===== src/rtl/des_decrypt_core_pkg.sv =====
// ============================================================================
// Module      : des_decrypt_core_pkg
// Description : DES tables, state encoding and bit-permutation helpers shared
//               by the iterative decryption core and its Feistel round.
// Revision    : 1.0 - initial release
// ============================================================================
`default_nettype none

package des_decrypt_core_pkg;

    typedef enum logic [1:0] {
        ST_IDLE  = 2'd0,
        ST_ROUND = 2'd1,
        ST_DONE  = 2'd2
    } state_t;

    localparam logic [4:0]  c_LAST_ROUND  = 5'd16;

    localparam logic [63:0] c_KAT_KEY     = 64'h133457799BBCDFF1;
    localparam logic [63:0] c_KAT_CIPHER  = 64'h85E813540F0AB405;
    localparam logic [63:0] c_KAT_PLAIN   = 64'h0123456789ABCDEF;
    localparam logic [63:0] c_ZERO_CIPHER = 64'h8CA64DE9C1B123A7;

    // All tables use DES numbering: entry n selects source bit n, bit 1 = MSB.
    localparam int c_IP_TAB [64] = '{
        58, 50, 42, 34, 26, 18, 10,  2, 60, 52, 44, 36, 28, 20, 12,  4,
        62, 54, 46, 38, 30, 22, 14,  6, 64, 56, 48, 40, 32, 24, 16,  8,
        57, 49, 41, 33, 25, 17,  9,  1, 59, 51, 43, 35, 27, 19, 11,  3,
        61, 53, 45, 37, 29, 21, 13,  5, 63, 55, 47, 39, 31, 23, 15,  7};

    localparam int c_FP_TAB [64] = '{
        40,  8, 48, 16, 56, 24, 64, 32, 39,  7, 47, 15, 55, 23, 63, 31,
        38,  6, 46, 14, 54, 22, 62, 30, 37,  5, 45, 13, 53, 21, 61, 29,
        36,  4, 44, 12, 52, 20, 60, 28, 35,  3, 43, 11, 51, 19, 59, 27,
        34,  2, 42, 10, 50, 18, 58, 26, 33,  1, 41,  9, 49, 17, 57, 25};

    localparam int c_PC1_TAB [56] = '{
        57, 49, 41, 33, 25, 17,  9,  1, 58, 50, 42, 34, 26, 18,
        10,  2, 59, 51, 43, 35, 27, 19, 11,  3, 60, 52, 44, 36,
        63, 55, 47, 39, 31, 23, 15,  7, 62, 54, 46, 38, 30, 22,
        14,  6, 61, 53, 45, 37, 29, 21, 13,  5, 28, 20, 12,  4};

    localparam int c_PC2_TAB [48] = '{
        14, 17, 11, 24,  1,  5,  3, 28, 15,  6, 21, 10,
        23, 19, 12,  4, 26,  8, 16,  7, 27, 20, 13,  2,
        41, 52, 31, 37, 47, 55, 30, 40, 51, 45, 33, 48,
        44, 49, 39, 56, 34, 53, 46, 42, 50, 36, 29, 32};

    localparam int c_E_TAB [48] = '{
        32,  1,  2,  3,  4,  5,  4,  5,  6,  7,  8,  9,
         8,  9, 10, 11, 12, 13, 12, 13, 14, 15, 16, 17,
        16, 17, 18, 19, 20, 21, 20, 21, 22, 23, 24, 25,
        24, 25, 26, 27, 28, 29, 28, 29, 30, 31, 32,  1};

    localparam int c_P_TAB [32] = '{
        16,  7, 20, 21, 29, 12, 28, 17,  1, 15, 23, 26,  5, 18, 31, 10,
         2,  8, 24, 14, 32, 27,  3,  9, 19, 13, 30,  6, 22, 11,  4, 25};

    localparam int c_SBOX [8][64] = '{
        '{14,  4, 13,  1,  2, 15, 11,  8,  3, 10,  6, 12,  5,  9,  0,  7,
           0, 15,  7,  4, 14,  2, 13,  1, 10,  6, 12, 11,  9,  5,  3,  8,
           4,  1, 14,  8, 13,  6,  2, 11, 15, 12,  9,  7,  3, 10,  5,  0,
          15, 12,  8,  2,  4,  9,  1,  7,  5, 11,  3, 14, 10,  0,  6, 13},
        '{15,  1,  8, 14,  6, 11,  3,  4,  9,  7,  2, 13, 12,  0,  5, 10,
           3, 13,  4,  7, 15,  2,  8, 14, 12,  0,  1, 10,  6,  9, 11,  5,
           0, 14,  7, 11, 10,  4, 13,  1,  5,  8, 12,  6,  9,  3,  2, 15,
          13,  8, 10,  1,  3, 15,  4,  2, 11,  6,  7, 12,  0,  5, 14,  9},
        '{10,  0,  9, 14,  6,  3, 15,  5,  1, 13, 12,  7, 11,  4,  2,  8,
          13,  7,  0,  9,  3,  4,  6, 10,  2,  8,  5, 14, 12, 11, 15,  1,
          13,  6,  4,  9,  8, 15,  3,  0, 11,  1,  2, 12,  5, 10, 14,  7,
           1, 10, 13,  0,  6,  9,  8,  7,  4, 15, 14,  3, 11,  5,  2, 12},
        '{ 7, 13, 14,  3,  0,  6,  9, 10,  1,  2,  8,  5, 11, 12,  4, 15,
          13,  8, 11,  5,  6, 15,  0,  3,  4,  7,  2, 12,  1, 10, 14,  9,
          10,  6,  9,  0, 12, 11,  7, 13, 15,  1,  3, 14,  5,  2,  8,  4,
           3, 15,  0,  6, 10,  1, 13,  8,  9,  4,  5, 11, 12,  7,  2, 14},
        '{ 2, 12,  4,  1,  7, 10, 11,  6,  8,  5,  3, 15, 13,  0, 14,  9,
          14, 11,  2, 12,  4,  7, 13,  1,  5,  0, 15, 10,  3,  9,  8,  6,
           4,  2,  1, 11, 10, 13,  7,  8, 15,  9, 12,  5,  6,  3,  0, 14,
          11,  8, 12,  7,  1, 14,  2, 13,  6, 15,  0,  9, 10,  4,  5,  3},
        '{12,  1, 10, 15,  9,  2,  6,  8,  0, 13,  3,  4, 14,  7,  5, 11,
          10, 15,  4,  2,  7, 12,  9,  5,  6,  1, 13, 14,  0, 11,  3,  8,
           9, 14, 15,  5,  2,  8, 12,  3,  7,  0,  4, 10,  1, 13, 11,  6,
           4,  3,  2, 12,  9,  5, 15, 10, 11, 14,  1,  7,  6,  0,  8, 13},
        '{ 4, 11,  2, 14, 15,  0,  8, 13,  3, 12,  9,  7,  5, 10,  6,  1,
          13,  0, 11,  7,  4,  9,  1, 10, 14,  3,  5, 12,  2, 15,  8,  6,
           1,  4, 11, 13, 12,  3,  7, 14, 10, 15,  6,  8,  0,  5,  9,  2,
           6, 11, 13,  8,  1,  4, 10,  7,  9,  5,  0, 15, 14,  2,  3, 12},
        '{13,  2,  8,  4,  6, 15, 11,  1, 10,  9,  3, 14,  5,  0, 12,  7,
           1, 15, 13,  8, 10,  3,  7,  4, 12,  5,  6, 11,  0, 14,  9,  2,
           7, 11,  4,  1,  9, 12, 14,  2,  0,  6, 10, 13, 15,  3,  5,  8,
           2,  1, 14,  7,  4, 10,  8, 13, 15, 12,  9,  0,  3,  5,  6, 11}};

    function automatic logic [63:0] perm_ip(input logic [63:0] x);
        logic [63:0] o;
        o = '0;
        for (int i = 0; i < 64; i++) o[6'(63 - i)] = x[6'(64 - c_IP_TAB[i])];
        return o;
    endfunction

    function automatic logic [63:0] perm_fp(input logic [63:0] x);
        logic [63:0] o;
        o = '0;
        for (int i = 0; i < 64; i++) o[6'(63 - i)] = x[6'(64 - c_FP_TAB[i])];
        return o;
    endfunction

    function automatic logic [55:0] perm_pc1(input logic [63:0] x);
        logic [55:0] o;
        o = '0;
        for (int i = 0; i < 56; i++) o[6'(55 - i)] = x[6'(64 - c_PC1_TAB[i])];
        return o;
    endfunction

    function automatic logic [47:0] perm_pc2(input logic [55:0] x);
        logic [47:0] o;
        o = '0;
        for (int i = 0; i < 48; i++) o[6'(47 - i)] = x[6'(56 - c_PC2_TAB[i])];
        return o;
    endfunction

    function automatic logic [47:0] expand(input logic [31:0] x);
        logic [47:0] o;
        o = '0;
        for (int i = 0; i < 48; i++) o[6'(47 - i)] = x[5'(32 - c_E_TAB[i])];
        return o;
    endfunction

    function automatic logic [31:0] perm_p(input logic [31:0] x);
        logic [31:0] o;
        o = '0;
        for (int i = 0; i < 32; i++) o[5'(31 - i)] = x[5'(32 - c_P_TAB[i])];
        return o;
    endfunction

    // Row is the outer bit pair, column the inner four bits of each 6-bit group.
    function automatic logic [31:0] sbox_sub(input logic [47:0] x);
        logic [31:0] o;
        logic [5:0]  six;
        o = '0;
        for (int b = 0; b < 8; b++) begin
            six = x[6'(47 - 6 * b) -: 6];
            o[5'(31 - 4 * b) -: 4] = 4'(c_SBOX[b][{six[5], six[0], six[4:1]}]);
        end
        return o;
    endfunction

    // Decrypt schedule: right-rotate 0,1,2,2,2,2,2,2,1,2,2,2,2,2,2,1 before rounds 1..16.
    function automatic logic [1:0] rot_amount(input logic [4:0] round_idx);
        case (round_idx)
            5'd1:                 return 2'd0;
            5'd2, 5'd9, 5'd16:    return 2'd1;
            default:              return 2'd2;
        endcase
    endfunction

    function automatic logic [27:0] rotr28(input logic [27:0] x, input logic [1:0] n);
        case (n)
            2'd1:    return {x[0], x[27:1]};
            2'd2:    return {x[1:0], x[27:2]};
            default: return x;
        endcase
    endfunction

endpackage

`default_nettype wire


===== src/rtl/des_decrypt_core_round.sv =====
// ============================================================================
// Module      : des_round
// Description : One combinational DES Feistel round: L' = R, R' = L ^ f(R, K).
// Revision    : 1.0 - initial release
// ============================================================================
`default_nettype none

module des_round
    import des_decrypt_core_pkg::*;
(
    input  logic [31:0] i_l,
    input  logic [31:0] i_r,
    input  logic [47:0] i_k,
    output logic [31:0] o_l,
    output logic [31:0] o_r
);

    logic [47:0] w_mixed;
    logic [31:0] w_subst;
    logic [31:0] w_f;

    assign w_mixed = expand(i_r) ^ i_k;
    assign w_subst = sbox_sub(w_mixed);
    assign w_f     = perm_p(w_subst);

    assign o_l = i_r;
    assign o_r = i_l ^ w_f;

endmodule

`default_nettype wire


===== src/rtl/des_decrypt_core.sv =====
// ============================================================================
// Module      : des_decrypt_core
// Description : Iterative DES decryption, one Feistel round per clock with
//               reverse-order subkeys generated on the fly.
// Revision    : 1.0 - initial release
// ============================================================================
`default_nettype none

module des_decrypt_core
    import des_decrypt_core_pkg::*;
(
    input  logic        clk,
    input  logic        rst_n,
    input  logic        in_valid,
    output logic        in_ready,
    input  logic [63:0] key,
    input  logic [63:0] cipher,
    output logic        out_valid,
    input  logic        out_ready,
    output logic [63:0] plain,
    output logic        busy
);

    state_t      r_state;
    state_t      w_state_next;
    logic [31:0] r_l;
    logic [31:0] r_r;
    logic [27:0] r_c;
    logic [27:0] r_d;
    logic [4:0]  r_cnt;
    logic [63:0] r_plain;

    logic [63:0] w_ip;
    logic [55:0] w_cd;
    logic [1:0]  w_rot;
    logic [27:0] w_c_rot;
    logic [27:0] w_d_rot;
    logic [47:0] w_subkey;
    logic [31:0] w_l_next;
    logic [31:0] w_r_next;
    logic        w_accept;
    logic        w_last;

    assign w_accept = (r_state == ST_IDLE) && in_valid;
    assign w_last   = (r_cnt == c_LAST_ROUND);

    assign w_ip     = perm_ip(cipher);
    assign w_cd     = perm_pc1(key);

    // Rotation is applied combinationally so round 1 sees the unrotated C/D.
    assign w_rot    = rot_amount(r_cnt);
    assign w_c_rot  = rotr28(r_c, w_rot);
    assign w_d_rot  = rotr28(r_d, w_rot);
    assign w_subkey = perm_pc2({w_c_rot, w_d_rot});

    des_round u_round (
        .i_l (r_l),
        .i_r (r_r),
        .i_k (w_subkey),
        .o_l (w_l_next),
        .o_r (w_r_next)
    );

    always_ff @(posedge clk or negedge rst_n) begin
        if (!rst_n) begin
            r_state <= ST_IDLE;
        end else begin
            r_state <= w_state_next;
        end
    end

    always_comb begin
        w_state_next = r_state;
        case (r_state)
            ST_IDLE:  if (in_valid)  w_state_next = ST_ROUND;
            ST_ROUND: if (w_last)    w_state_next = ST_DONE;
            ST_DONE:  if (out_ready) w_state_next = ST_IDLE;
            default:                 w_state_next = ST_IDLE;
        endcase
    end

    always_ff @(posedge clk or negedge rst_n) begin
        if (!rst_n) begin
            r_l     <= '0;
            r_r     <= '0;
            r_c     <= '0;
            r_d     <= '0;
            r_cnt   <= '0;
            r_plain <= '0;
        end else if (w_accept) begin
            r_l     <= w_ip[63:32];
            r_r     <= w_ip[31:0];
            r_c     <= w_cd[55:28];
            r_d     <= w_cd[27:0];
            r_cnt   <= 5'd1;
        end else if (r_state == ST_ROUND) begin
            r_l     <= w_l_next;
            r_r     <= w_r_next;
            r_c     <= w_c_rot;
            r_d     <= w_d_rot;
            if (w_last) begin
                // Final swap undone: preoutput is R16 || L16.
                r_plain <= perm_fp({w_r_next, w_l_next});
            end else begin
                r_cnt   <= r_cnt + 5'd1;
            end
        end else if ((r_state == ST_DONE) && out_ready) begin
            r_cnt   <= '0;
        end
    end

    assign in_ready  = (r_state == ST_IDLE);
    assign out_valid = (r_state == ST_DONE);
    assign busy      = (r_state == ST_ROUND);
    assign plain     = r_plain;

endmodule

`default_nettype wire

===== config.mk =====
export PLATFORM = sky130hd
export DESIGN_NAME = des_decrypt_core
export DESIGN_NICKNAME = d
export VERILOG_FILES = /design/src/rtl/des_decrypt_core_pkg.sv /design/src/rtl/des_decrypt_core_round.sv /design/src/rtl/des_decrypt_core.sv
export SDC_FILE = /design/constraint.sdc
export NUM_CORES = 1
export LEC_CHECK = 0
export ABC_AREA = 1
export CAP_MARGIN = 20
export CORE_AREA = 4 4 144 146
export CTS_BUF_LIST = sky130_fd_sc_hd__clkbuf_2
export CTS_CLUSTER_DIAMETER = 120
export DETAILED_ROUTE_END_ITERATION = 8
export DIE_AREA = 0 0 148 150
export PLACE_DENSITY = 0.76
export REMOVE_ABC_BUFFERS = 1
export SLEW_MARGIN = 20
export SYNTH_ARGS = -nofsm -noshare
export SYNTH_HDL_FRONTEND = slang
export SYNTH_HIERARCHICAL = 1
export SYNTH_SLANG_ARGS = --single-unit

===== constraint.sdc =====
create_clock -name clk -period 2.75 [get_ports clk]
set_input_delay 0.6875 -clock clk [delete_from_list [all_inputs] [get_ports clk]]
set_output_delay 0.6875 -clock clk [all_outputs]
set_load 0.05 [all_outputs]

# After elaboration in Yosys (flattened, before gate mapping)
# Memories as Yosys holds them, arrays and structs flattened.
# Index checks and enable logic that the tools add are counted.
classes:
  n_addsub: 1
  magnitude_cmp: 4
  eq_ne: 12
  muxes: 24
  bitwise_logic: 7
  reduce_logical: 11
op_table:
  columns: ["op", "count"]
  rows:
  - ["two-way mux 32 bit", 4]
  - ["two-way mux 28 bit", 2]
  - ["case mux 28 bit (2 select lines)", 1]
  - ["XOR 32 x 16 -> 32 bit", 1]
  - ["greater-or-equal comparator 7 bit (second input constant)", 4]
  - ["inverter 6 -> 7 bit", 4]
  - ["XOR 24 bit", 1]
  - ["two-way mux 5 bit", 4]
  - ["two-way mux 3 bit", 4]
  - ["two-way mux 2 bit", 5]
  - ["two-way mux 4 bit", 2]
  - ["case mux 2 bit (3 select lines)", 1]
  - ["AND reduction 3 bit", 2]
  - ["nonzero test 3 bit", 2]
  - ["adder 5 x 1 -> 5 bit (second input constant)", 1]
  - ["== test 5 x 1 -> 1 bit (second input constant)", 1]
  - ["== test 5 x 2 -> 1 bit (second input constant)", 1]
  - ["== test 5 x 4 -> 1 bit (second input constant)", 1]
  - ["== test 5 bit (second input constant)", 1]
  - ["== test 2 x 1 -> 1 bit (second input constant)", 2]
  - ["== test 2 bit (second input constant)", 2]
  - ["!= test 2 x 1 -> 1 bit (second input constant)", 2]
  - ["case mux 2 bit (2 select lines)", 1]
  - ["AND reduction 2 bit", 2]
  - ["7 further kinds", 8]
word_totals:
  regBits: 115
  rom_bits: 8192
  in_bits: 132
  output_inout_bits: 67
  wordCells: 70
  n_memories: 4
mem_list:
  columns: ["name", "depth", "word_bits", "rd", "rd_ports_with_merged_regs", "write_ports", "line", "text"]
  rows:
  - ["(name not given)", 64, 32, 1, 0, 0, "des_decrypt_core_pkg.sv:142", "o[5'(31 - 4 * b) -: 4] = 4'(c_SBOX[b][{six[5], six[0], six[4:1]}]);"]
  - ["(name not given)", 64, 32, 1, 0, 0, "des_decrypt_core_pkg.sv:142", null]
  - ["(name not given)", 64, 32, 1, 0, 0, "des_decrypt_core_pkg.sv:142", null]
  - ["(name not given)", 64, 32, 1, 0, 0, "des_decrypt_core_pkg.sv:142", null]

# Depth between registers and ports, before layout
depth:
  ltp_word: 13
  depth_mapped: 25
  ltp_nobuf: 23

# By module
# Netlist, hierarchy kept.
modules_own_cells:
  columns: ["module", "instances", "cells_per_inst", "area_per_inst_um2", "seq_area_each_um2"]
  rows:
  - ["des_decrypt_core", 1, 864, 7312.0, 3578.4]
  - ["des_round", 1, 348, 1881.8, 0.0]

# Worst setup path after synthesis
# OpenSTA, ideal clock, no wires.
synth_path:
  kind: "reg-to-reg"
  startpoint: "register r_cnt[1]"
  endpoint: "register r_r[3]"
  setup_ns: 0.121
  arrival_time_ns: 2.726
  required_time_ns: 2.629
  path_slack_ns: -0.096
  stages_incl_launch_ff: 24
  path_buffers: 2
  synth_period_minus_slack_ns: 2.846
  cell_sequence: "dfrtp_1 -> inv_1 -> ha_1 -> nand2_1 -> nand2_2 -> nand2_4 -> buf_6 -> buf_4 -> nand4_1 -> nand3_1 -> inv_1 -> nand2_1 -> nand2_1 -> inv_1 -> ha_1 -> inv_1 -> nand3_1 -> nand3_1 -> nand3_1 -> nand3_1 -> nand2_1 -> nand2_1 -> nand2_1 -> a22o_1"
synth_between:
  elab_chain_cells: 13
  elab_cells_between_ends: 17
  classes_between: "6 x eq/ne; 6 x mux; 3 x bitwise; 1 x reduce/logical; 1 x memory"
synth_rtl:
  columns: ["item", "line", "text"]
  rows:
  - ["start, declared", "des_decrypt_core.sv:30", "logic [4:0] r_cnt;"]
  - ["start signal, assigned", "des_decrypt_core.sv:105", "r_cnt <= r_cnt + 5'd1;"]
  - ["== test 5 bit (tied with other cells)", "des_decrypt_core_pkg.sv:149", "case (round_idx)"]
  - ["OR reduction 3 bit", "des_decrypt_core_pkg.sv:149", null]
  - ["case mux 2 bit (2 select lines) (*)", "des_decrypt_core_pkg.sv:149", null]
  - ["== test 2 bit or == test 2 x 1 -> 1 bit (tied branches)", null, null]
  - ["case mux 28 bit (2 select lines) (*)", "des_decrypt_core_pkg.sv:157", "case (n)"]
  - ["net w_d_rot[11]", "des_decrypt_core.sv:37", "logic [27:0] w_d_rot;"]
  - ["XOR 24 bit (*)", "des_decrypt_core_round.sv:22", "assign w_mixed = expand(i_r) ^ i_k;"]
  - ["inverter 6 -> 7 bit (not written as such) (*)", "des_decrypt_core_pkg.sv:142", null]
  - ["memory read (64 x 32 bit) (*)", null, null]
  - ["two-way mux 3 bit (not written as such) (*) (2 in a row)", "des_decrypt_core_pkg.sv:142", null]
  - ["XOR 32 x 16 -> 32 bit (*)", "des_decrypt_core_round.sv:27", "assign o_r = i_l ^ w_f;"]
  - ["net w_r_next[3]", "des_decrypt_core.sv:40", "logic [31:0] w_r_next;"]
  - ["two-way mux 32 bit (*)", "des_decrypt_core.sv:96", "end else if (r_state == ST_ROUND) begin"]
  - ["two-way mux 32 bit (*)", "des_decrypt_core.sv:90", "end else if (w_accept) begin"]
  - ["end signal, assigned", "des_decrypt_core.sv:92", "r_r <= w_ip[31:0];"]
  - ["end signal, assigned", "des_decrypt_core.sv:98", "r_r <= w_r_next;"]
  - ["end, declared", "des_decrypt_core.sv:27", "logic [31:0] r_r;"]
# Mark *: on every way through the listed nets, which the timed path passes. The rest lies on a longest branch. The select of a mux whose other input is x is not followed.
# A chain may end at the register's enable or synchronous reset.

# Worst setup path after layout
layout_path:
  startpoint: "register r_cnt[1]"
  endpoint: "register r_r[0]"
layout_between:
  elab_chain_cells: 13
  elab_cells_between_ends: 17
  classes_between: "6 x eq/ne; 6 x mux; 3 x bitwise; 1 x reduce/logical; 1 x memory"
layout_rtl:
  columns: ["item", "line"]
  rows:
  - ["== test 5 bit (tied with other cells)", "des_decrypt_core_pkg.sv:149"]
  - ["OR reduction 3 bit", "des_decrypt_core_pkg.sv:149"]
  - ["case mux 2 bit (2 select lines) (*)", "des_decrypt_core_pkg.sv:149"]
  - ["== test 2 bit or == test 2 x 1 -> 1 bit (tied branches)", null]
  - ["case mux 28 bit (2 select lines) (*)", "des_decrypt_core_pkg.sv:157"]
  - ["net w_d_rot[0]", "des_decrypt_core.sv:37"]
  - ["XOR 24 bit (*)", "des_decrypt_core_round.sv:22"]
  - ["inverter 6 -> 7 bit (not written as such) (*)", "des_decrypt_core_pkg.sv:142"]
  - ["memory read (64 x 32 bit) (*)", null]
  - ["two-way mux 4 bit (not written as such) (*) (2 in a row)", "des_decrypt_core_pkg.sv:142"]
  - ["XOR 32 x 16 -> 32 bit (*)", "des_decrypt_core_round.sv:27"]
  - ["net w_r_next[0]", "des_decrypt_core.sv:40"]
  - ["two-way mux 32 bit (*)", "des_decrypt_core.sv:96"]
  - ["two-way mux 32 bit (*)", "des_decrypt_core.sv:90"]
# Marks and branches as above.

==> reports/metrics.yaml <==
clock_network:
  cts_root_buf: "clkbuf_2"
  cts.path.max_buffers: 2
  cts_tree: "done"
  cts_hold_buffers: 0
  path_clk_slew_ps: 250
  cts_buffers: 9
  clock-sinks: 90
  clock_latency_ps: 590
  htree_levels: 3
yosys:
  yosysWarnings: 6
  synthCells: 927
  syn_avg_cell_area_um2: 7.28
  syn_area_um2: 6750
timing:
  min_period_over_period_pct: 102
  slew_viol_final: 0
  finalHoldViolCount: 0
  fin_worst_skew_ps: 28.7
  setup_viol: 2
  max_slew_margin_pct: 57.5
  holdWs_ps: 62.7
  worst_pin_slew_ps: 638
  period_minus_slack_ps: 2810
  setup_ws_ps: -62.7
  fmax_ghz: 0.356
  rsz0062_at_grt: "true"
floorplanning:
  dieArea_um2: 22200
  core_um2: 19400
  row_count: 51
  io_pins: 199
  die-height_um: 150
  die_width_um: 148
  start_util_pct: 34.8
worst_setup_path:
  ff2ff_path_depth: 22
  r2r-start: "r_cnt[1]$_DFFE_PN0P_"
  cpPeakStageDelay_ps: 450
  path_cells: "inv_2, buf_6, ha_4, nand3_4, buf_6, nand4_1, nand3_2, inv_2, nand2_2, nand2_4, buf_6, ha_4, inv_2, nand3_2, nand3_2, nand2_1, nand2_1, nand3_2, nand2_1, nand2_1, nand2_1, a22o_1"
  required_ps: 3270
  worst_setup_path_start_kind: "register"
  r2r_slack_ps: -60
  crit_arrival_ps: 3330
  worstReg2RegEnd: "r_r[0]$_DFFE_PN0N_"
  critPathBufInv: 6
  path_class: "register to register"
  end_kind: "register"
  path_max_fanout: 6
  crit_path_frequent_cell: "nand2_1"
  critPathTopFamily: "simple AND/OR/NAND/NOR gates"
  cp_slowest_cell: "dfrtp_1"
status:
  status: "complete, but fails checks"
  violations: "negative setup slack"
final_layout:
  final_area_um2: 8400
  multi_input_area_um2: 4130
  nNetsFinal: 1147
  fill_cells: 1849
  synthToLayoutAreaGrowth_pct: 24.6
  layout-drive-gt1-share_pct: 26.6
  regArea_um2: 2250
  diodes: 0
route:
  viasPerCell: 4.88
  drt_iter0_drc: 383
  drc: 0
  wl_per_cell_um: 14.0
  drtPass1Iterations: 5
  ant_nets: 0
  via_count: 6178
  drt_wl_total_mm: 17.8
power:
  power.density_nw_per_um2: 1510
  combPwrFrac_pct: 75.7
  switching_share_pct: 53.7
  p_leak_uw: 0.00420
  p_sw_uw: 6810
  seqPwrFrac_pct: 19.6
  intPower_uw: 5860
  peakVddDrop_uv: 712
  clkPwrFrac_pct: 4.7
global_routing:
  grt.total_usage_pct: 14.6
  antenna_found_initial: 0
  grt_pass1_vias: 5634
  grt_pass1_wl_mm: 27.0
  grt_max_degree: 57
  overflow: 0
worst_hold_path:
  hold_path.class: "input pin to asynchronous set/reset pin"
place:
  routabilityCongestion: 0.870
  dp_hpwl_mm: 11.5
  placed_cell_area_um2: 7370
  pre_cts_ws_ps: -197
  io_buffers: 50
flow_run:
  drv_cap: 0
per-stage QoR:
stage / total power, uW / utilization, % / std cells / TNS [ps]
2_1_floorplan: 7560 / - / 850 / -28280
3_3_place_gp: 9710 / 38.0 / 1223 / -534
3_5_place_dp: 9920 / 38.0 / 1223 / -697
4_1_cts: 10900 / 39.6 / 1248 / -3.00
5_1_grt: 13700 / 43.3 / 1265 / -755
6_report: 12700 / 43.3 / 1265 / -79.7
worst reg2reg max path, stage by stage (launching register included):
cell	delay, ps
dfrtp_1	450
inv_2	90
buf_6	110
ha_4	140
nand3_4	160
buf_6	200
nand4_1	120
nand3_2	170
inv_2	110
nand2_2	70
nand2_4	80
buf_6	130
ha_4	130
inv_2	30
nand3_2	70
nand3_2	70
nand2_1	110
nand2_1	70
nand3_2	80
nand2_1	50
nand2_1	50
nand2_1	50
a22o_1	200
cell type report:
cell class	count	area share (%)
tap	265	3.95
inverter	90	4.08
sequential	90	26.8
timing repair buffer	132	15.0
clock inverter	7	0.521
multi-input combinational	672	49.1
clock buffer	9	0.536
power groups by stage:
stage               sequential, uW  clock (uW)  combinational, uW
floorplan                     2660           0               4900
global placement              2400           0               7310
detailed placement            2420           0               7500
CTS                           2420         617               7900
global route                  2570         667              10500
finish                        2490         596               9590
per-layer routing:
layer | wire, um | vias to the layer above | track usage, %
li1 | - | 2980 | -
met2 | 8850 | 235 | 24.9
met1 | 7390 | 2925 | 19.0
met4 | 469 | 0 | 4.57
met5 | 0 | - | 0
met3 | 1050 | 38 | 2.51
what timing repair did:
action | 4_1_cts | 5_1_grt
endpoints found under the setup margin | 10 | 7
gates cloned | 2 | 0
gates resized for setup | 36 | 133
hold endpoints to repair | 0 | 0
pin swaps | 13 | 73
setup buffers | 7 | 17
registers in the layout (all words and copies together), names as in the netlist:
name	cells
r_cnt	5
r_l	15
r_d	28
r_state	2
r_r	24
plain	16
worst max-delay path by stage:
| stage | from | endpoint | slack, ps | cells after the start |
|---|---|---|---|---|
| 6_report | r_cnt[1]$_DFFE_PN0P_ | r_r[0]$_DFFE_PN0N_ | -60 | 22 |
| 5_1_grt | r_cnt[1]$_DFFE_PN0P_ | r_r[0]$_DFFE_PN0N_ | -200 | 22 |
| 4_1_cts | r_cnt[1]$_DFFE_PN0P_ | r_r[11]$_DFFE_PN0N_ | -3 | 18 |
| 3_5_place_dp | r_cnt[1]$_DFFE_PN0P_ | r_r[11]$_DFFE_PN0N_ | -200 | 17 |
| 3_3_place_gp | r_cnt[1]$_DFFE_PN0P_ | r_r[3]$_DFFE_PN0N_ | -170 | 21 |
| 2_1_floorplan | r_state[1]$_DFFE_PN0P_ | r_cnt[2]$_DFFE_PN0P_ | -690 | 6 |
layout by cell type (no fill, tap or decap), types with 5 or more instances in the layout:
master	n
nand2_2	43
nand4_1	49
nand3_1	67
inv_2	23
ha_1	6
xnor2_1	6
xor2_1	5
ha_4	11
a22o_1	23
buf_4	60
clkbuf_2	9
buf_6	16
nand2_1	268
o21ai_0	25
conb_1	57
buf_12	7
o21ai_1	13
nor2_1	7
nand2_4	10
inv_1	63
clkdlybuf4s50_1	46
dfrtp_1	89
nand3_2	49
Power figures use the tool's default switching activity.
